===== src/rtl/sd_cmd_ctrl.sv =====
// sd_cmd_ctrl: SD-card CMD-line controller.
//
// Accepts one command at a time, serialises the 48-bit command frame
// {start 0, transmit 1, index, argument, CRC7, end 1} onto the CMD line,
// optionally waits for and receives a 48-bit short response, and then keeps
// the line released for NCC bit times before it accepts the next command.
// All bit-level activity advances only on cycles where tick=1.
//
// Ports:
//   clk, rst        system clock, synchronous active-high reset
//   tick            one-cycle SD bit-clock strobe
//   cmd_valid/ready command handshake (ready only while idle)
//   cmd_index/arg   command index and argument
//   rsp_type        00 none, 01/11 short with CRC+index check, 10 short unchecked
//   sd_cmd_o/oe     CMD line drive value and output enable
//   sd_cmd_i        sampled CMD line
//   rsp_valid       one-cycle transaction-done pulse
//   rsp_index/arg   fields of the last received response
//   err_*           timeout, CRC, end-bit and index error flags
module sd_cmd_ctrl #(
  parameter int TIMEOUT = 64,
  parameter int NCC     = 8
) (
  input  logic        clk,
  input  logic        rst,
  input  logic        tick,
  input  logic        cmd_valid,
  output logic        cmd_ready,
  input  logic [5:0]  cmd_index,
  input  logic [31:0] cmd_arg,
  input  logic [1:0]  rsp_type,
  output logic        sd_cmd_o,
  output logic        sd_cmd_oe,
  input  logic        sd_cmd_i,
  output logic        rsp_valid,
  output logic [5:0]  rsp_index,
  output logic [31:0] rsp_arg,
  output logic        err_timeout,
  output logic        err_crc,
  output logic        err_end,
  output logic        err_index
);

  // One shared counter serves the bit, timeout and gap phases, so it must
  // hold the largest of the three limits.
  localparam int MAX_TN = (TIMEOUT > NCC) ? TIMEOUT : NCC;
  localparam int MAXC   = (MAX_TN > 48) ? MAX_TN : 48;
  localparam int CNT_W  = $clog2(MAXC + 1);

  localparam logic [CNT_W-1:0] LAST_BIT = CNT_W'(47);
  localparam logic [CNT_W-1:0] TO_LAST  = CNT_W'(TIMEOUT - 1);
  localparam logic [CNT_W-1:0] GAP_LAST = CNT_W'(NCC - 1);
  localparam logic [CNT_W-1:0] CNT_ONE  = CNT_W'(1);

  typedef enum logic [2:0] {
    IDLE,
    SEND,
    WAIT_RSP,
    RECV,
    GAP
  } state_t;

  state_t           state;
  logic [CNT_W-1:0] cnt;
  logic [46:0]      tx_sr;   // frame bits still to be sent, next bit at [46]
  logic [46:0]      rx_sr;   // response bits received so far, newest at [0]
  logic [1:0]       rtype;
  logic [5:0]       idx_q;

  // CRC7, polynomial x^7 + x^3 + 1, zero initial value, MSB first.
  function automatic logic [6:0] crc7(input logic [39:0] d);
    logic [6:0] c;
    logic       fb;
    c = '0;
    for (int i = 39; i >= 0; i--) begin
      fb = d[i] ^ c[6];
      c  = {c[5:0], 1'b0};
      if (fb) c = c ^ 7'h09;
    end
    return c;
  endfunction

  logic [39:0] tx_body;
  logic [47:0] tx_frame;
  logic [47:0] rx_full;
  logic [6:0]  rx_crc;
  logic        rx_checked;

  assign tx_body    = {2'b01, cmd_index, cmd_arg};
  assign tx_frame   = {tx_body, crc7(tx_body), 1'b1};
  // The final response bit is taken straight from the line on the last tick.
  assign rx_full    = {rx_sr, sd_cmd_i};
  assign rx_crc     = crc7(rx_full[47:8]);
  assign rx_checked = (rtype != 2'b10);

  // Control: state machine, counters and registered outputs
  always_ff @(posedge clk) begin
    if (rst) begin
      state       <= IDLE;
      cnt         <= '0;
      cmd_ready   <= 1'b1;
      sd_cmd_oe   <= 1'b0;
      sd_cmd_o    <= 1'b1;
      rsp_valid   <= 1'b0;
      rsp_index   <= '0;
      rsp_arg     <= '0;
      err_timeout <= 1'b0;
      err_crc     <= 1'b0;
      err_end     <= 1'b0;
      err_index   <= 1'b0;
    end else begin
      rsp_valid <= 1'b0;
      case (state)
        IDLE: begin
          // Acceptance does not wait for a tick; the first bit is driven
          // immediately and held until the first tick.
          if (cmd_valid) begin
            state       <= SEND;
            cnt         <= '0;
            cmd_ready   <= 1'b0;
            sd_cmd_oe   <= 1'b1;
            sd_cmd_o    <= tx_frame[47];
            err_timeout <= 1'b0;
            err_crc     <= 1'b0;
            err_end     <= 1'b0;
            err_index   <= 1'b0;
          end
        end
        SEND: begin
          if (tick) begin
            if (cnt == LAST_BIT) begin
              sd_cmd_oe <= 1'b0;
              sd_cmd_o  <= 1'b1;
              cnt       <= '0;
              if (rtype == 2'b00) begin
                state     <= GAP;
                rsp_valid <= 1'b1;
              end else begin
                state <= WAIT_RSP;
              end
            end else begin
              sd_cmd_o <= tx_sr[46];
              cnt      <= cnt + CNT_ONE;
            end
          end
        end
        WAIT_RSP: begin
          if (tick) begin
            if (!sd_cmd_i) begin
              // Start bit counts as the first received bit.
              state <= RECV;
              cnt   <= CNT_ONE;
            end else if (cnt == TO_LAST) begin
              state       <= GAP;
              cnt         <= '0;
              err_timeout <= 1'b1;
              rsp_valid   <= 1'b1;
            end else begin
              cnt <= cnt + CNT_ONE;
            end
          end
        end
        RECV: begin
          if (tick) begin
            if (cnt == LAST_BIT) begin
              state     <= GAP;
              cnt       <= '0;
              rsp_valid <= 1'b1;
              rsp_index <= rx_full[45:40];
              rsp_arg   <= rx_full[39:8];
              err_end   <= ~rx_full[0];
              if (rx_checked) begin
                err_crc   <= (rx_full[7:1] != rx_crc);
                err_index <= (rx_full[45:40] != idx_q);
              end
            end else begin
              cnt <= cnt + CNT_ONE;
            end
          end
        end
        GAP: begin
          if (tick) begin
            if (cnt == GAP_LAST) begin
              state     <= IDLE;
              cnt       <= '0;
              cmd_ready <= 1'b1;
            end else begin
              cnt <= cnt + CNT_ONE;
            end
          end
        end
        default: begin
          state     <= IDLE;
          cnt       <= '0;
          cmd_ready <= 1'b1;
          sd_cmd_oe <= 1'b0;
          sd_cmd_o  <= 1'b1;
        end
      endcase
    end
  end

  // Datapath: frame and response shift registers, latched command context
  always_ff @(posedge clk) begin
    if (state == IDLE && cmd_valid) begin
      tx_sr <= tx_frame[46:0];
      rtype <= rsp_type;
      idx_q <= cmd_index;
    end else if (state == SEND && tick) begin
      tx_sr <= {tx_sr[45:0], 1'b0};
    end

    // Cleared while waiting so the start bit (0) already sits at [0] when
    // reception begins.
    if (state == WAIT_RSP) begin
      rx_sr <= '0;
    end else if (state == RECV && tick) begin
      rx_sr <= {rx_sr[45:0], sd_cmd_i};
    end
  end

endmodule

===== config.mk =====
export PLATFORM = sky130hd
export DESIGN_NAME = sd_cmd_ctrl
export DESIGN_NICKNAME = d
export VERILOG_FILES = /design/src/rtl/sd_cmd_ctrl.sv
export SDC_FILE = /design/constraint.sdc
export NUM_CORES = 1
export LEC_CHECK = 0
export CAP_MARGIN = 25
export CELL_PAD_IN_SITES_DETAIL_PLACEMENT = 0
export CELL_PAD_IN_SITES_GLOBAL_PLACEMENT = 1
export CORE_AREA = 2 2 130 132
export DETAILED_ROUTE_END_ITERATION = 6
export DIE_AREA = 0 0 132 134
export GPL_TIMING_DRIVEN = 0
export MAX_ROUTING_LAYER = met4
export PLACE_DENSITY = 0.93
export REMOVE_ABC_BUFFERS = 1
export SLEW_MARGIN = 30
export SYNTH_ARGS = -nofsm -noshare
export SYNTH_HDL_FRONTEND = slang
export SYNTH_SLANG_ARGS = --single-unit

===== constraint.sdc =====
create_clock -name clk -period 6 [get_ports clk]
set_input_delay 0.9 -clock clk [delete_from_list [all_inputs] [get_ports clk]]
set_output_delay 0.9 -clock clk [all_outputs]
set_load 0.02 [all_outputs]

==> summary.md <==
| Metric | Value |
|---|---|
| Outcome | finished, final reports clean |
| Antenna Violating Nets Remaining | 0 |
| Dpl cell area | 8710 µm² |
| RSZ-0062 raised after global routing | false |
| Max-cap violations | 0 |
| Worst path arrival time | 3.76 ns |
| Register area share after synthesis | 48.8% |
| ANT cells | 0 |
| HPWL Detailed | 10.8 mm |
| Setup_tns | 0 ns |
| Avg Synthesized Cell Area | 9.76 µm² |
| 1st-pass router iterations | 5 |
| Startpoint types | primary input |
| Share of layout cells above drive strength 1 | 5.52% |
| Yosys warnings | 0 |
| Post-synth EDFFs | 53 |
| DRC | 0 |
| Pwr per Cell Area | 381 nW/µm² |
| Mapped Cells | 775 |
| Initial Util | 46.4% |
| Worst Skew | 0.0108 ns |
| Tot GR Track Use | 19.3% |
| Die H | 134 µm |
| Avg WL per Cell | 14.8 µm |
| CTS Hold Buffers Added | 0 |
| CP Capture Type | register |
| Worst Hold Slack | 0.450 ns |
| CTS Buf Count | 17 |
| FF-to-FF path depth | 8 |
| Sw Pwr | 1.04 mW |
| CTS tree | done |
| DR vias/cell | 5.15 |
| Critical path class | in -> reg |
| Post-Synthesis Cell Area | 7560 µm² |
| Worst skew pair latency | 0.43 ns |
| Data required time of the worst path | 6.18 ns |
| Cell Rows | 47 |
| Period utilisation layout | 59.7% |
| GPL Wtd Cong | 0.800 |
| Fillers | 1,432 |
| Core area | 16,300 µm² |
| Post-synth top flop | dfxtp_1 |
| Synth unique cells | 48 |
| Peak VDD IR | 0.000206 V |
| Die W | 132 µm |
| Vias in the first global route | 5,333 |
| Tightest Pin Transition | 0.941 ns |
| Nets@finish | 884 |
| Synth Register Bits | 158 |
| Crit path max fanout | 4 |
| F_max | 279 MHz |
| Design Area, Final | 9270 µm² |
| Max-slew violations | 0 |
| Cell depth of the worst hold path | 2 |
| Area Overhead vs Synth | 22.6% |
| Normalized max-slew margin | 37.2% |
| Combinational cell fraction of total power | 28.0% |
| Root Buffer | clkbuf_16 |
| Total grt overflow | 0 |
| Seq pwr share | 42.4% |
| Hold violation total from the final report | 0 |
| Routed Wire Length | 15.9 mm |
| # port buffers | 90 |
| Clk network pwr share | 29.6% |
| CTS resizes | 0 |
| # clock sinks | 158 |
| Async SR Flop Fraction | 0% |
| Endpoints failing setup | 0 |
| Setup Fix Bufs, Post-CTS | 0 |
| Min Tclk post-route | 3.58 ns |
| 1st-iter DRT viols | 421 |
| First-pass GRT wire length | 26.8 mm |
| Clk pin slew, worst setup/hold paths | 0.06 ns |
| Area of the multi-input gates | 3660 µm² |
| Hold crit path type | reg -> reg |
| Die Outline Area | 17,700 µm² |
| # H-tree levels | 4 |
| Io pins | 91 |
| Clock tree buffer depth | 2 |
| Largest net degree at the start of global routing | 54 |
| P_int | 2.49 mW |
| Register area | 3690 µm² |
| LEAKAGE | 3.33 nW |
| Initial antenna violation count | 0 |
| Fraction of power spent switching nets | 29.5% |
| Detailed-route via count | 5,517 |
## cells in the mapped netlist (all sizes together), types with 2 or more instances
master / n / area, µm²
a21o: 2 / 15.0
a21oi: 97 / 485
a22o: 40 / 350
a22oi: 3 / 22.5
a31oi: 4 / 25.0
and2: 2 / 12.5
and3: 3 / 18.8
buf: 9 / 35.0
clkbuf: 43 / 161
dfxtp: 105 / 2100
edfxtp: 53 / 1590
inv: 7 / 26.3
mux2: 2 / 22.5
mux2i: 3 / 30.0
nand2: 188 / 706
nand2b: 3 / 18.8
nand3: 7 / 35.0
nand3b: 2 / 15.0
nor2: 23 / 86.3
nor2b: 2 / 12.5
nor3: 6 / 30.0
nor3b: 2 / 15.0
nor4: 2 / 12.5
o211ai: 2 / 15.0
o21ai: 14 / 70.1
o31ai: 2 / 15.0
or2: 3 / 18.8
or3: 2 / 12.5
or4b: 2 / 20.0
xnor2: 85 / 744
xnor3: 22 / 497
xor2: 22 / 193
xor3: 2 / 47.6
## final timing paths
kind	startpoint	end	slack, ns
worst min-delay path	rsp_arg[17]$_SDFFE_PP0P_	rsp_arg[17]$_SDFFE_PP0P_	0.45
worst min register to register	rsp_arg[17]$_SDFFE_PP0P_	rsp_arg[17]$_SDFFE_PP0P_	0.45
worst max register to register	rx_sr[40]$_SDFFE_PP0P_	err_crc$_SDFFE_PP0P_	2.73
worst max-delay path	cmd_index[4]	tx_sr[4]$_DFFE_PP_	2.42
## critical path: stages
cell             delay, ns
clkdlybuf4s50_1       0.58
xnor3_1               0.49
xnor2_1               0.29
xnor3_1               0.51
xnor3_1               0.42
xnor3_1               0.24
nand2_1               0.10
o21a_1                0.23
## per-layer routing
layer  global-route usage (%)  share of wire (%)
met1                     24.1                 45
met2                     32.2                 50
met3                     3.78                4.0
met4                     5.50               0.92
met5                        -                  0
## cell usage in the layout, fill, tap and decap left out, drive strengths merged, types with 2 or more instances in the layout
cell / count
mux2i: 3
o21ai: 14
xor2: 22
o31ai: 2
bufinv: 2
edfxtp: 53
nor2: 23
or3: 2
nand3: 7
or2: 3
clkinv: 5
and2: 2
and3: 3
or4b: 2
a21o: 2
buf: 7
inv: 7
nand2b: 3
nor2b: 2
nand2: 188
xor3: 2
clkdlybuf4s50: 89
o211ai: 2
a22oi: 3
nand3b: 2
nor3b: 2
nor3: 6
xnor3: 22
dfxtp: 105
nor4: 2
xnor2: 85
a22o: 40
mux2: 2
a21oi: 97
a31oi: 4
clkbuf: 25
## power by group through the flow
| stage | registers, mW | clock network [mW] | logic (mW) |
|---|---|---|---|
| floorplan | 1.49 | 0 | 0.728 |
| global placement | 1.51 | 0 | 0.946 |
| detailed placement | 1.51 | 0 | 0.995 |
| CTS | 1.49 | 1.06 | 0.997 |
| global route | 1.51 | 1.11 | 1.10 |
| finish | 1.49 | 1.04 | 0.989 |
## flip-flops by register name (all words and copies together) (netlist names)
name         cells
rsp_valid        1
cmd_ready        1
rsp_index        6
err_timeout      1
err_index        1
state            3
rtype            2
sd_cmd_o         1
cnt              7
tx_sr           47
err_end          1
err_crc          1
sd_cmd_oe        1
rsp_arg         32
idx_q            6
rx_sr           47
## layout make-up
type	count	share of cell area [%]
clock inverters	7	0.958
clock buffers	25	5.13
inverters	7	0.283
flip-flops and latches	158	39.8
repair buffers	96	11.3
multi-input cells	558	39.5
well taps	220	2.97
## stage by stage
stage / setup slack, ns / util [%] / instances / power, mW
floorplan: 2.78 / - / 723 / 2.22
global placement: 0.618 / 52.4 / 1033 / 2.46
detailed placement: 1.98 / 53.4 / 1039 / 2.50
CTS: 2.41 / 56.9 / 1071 / 3.55
global route: 2.31 / 56.9 / 1071 / 3.71
finish: 2.42 / 56.9 / 1071 / 3.53
## cells by family (layout without fill, tap and decap cells)
kind of cell | count (synthesis) | in the layout | share of synthesized area, %
AO/OA/AOI/OAI | 172 | 172 | 14.2
XOR/XNOR | 131 | 131 | 19.6
adder cells (fa/ha/maj) | 1 | 1 | 0.165
buffers and inverters | 59 | 135 | 2.94
flip-flops | 158 | 158 | 48.8
multiplexers | 5 | 5 | 0.695
AND/OR/NAND/NOR | 249 | 249 | 13.6
(Power assumes the default switching activity.)
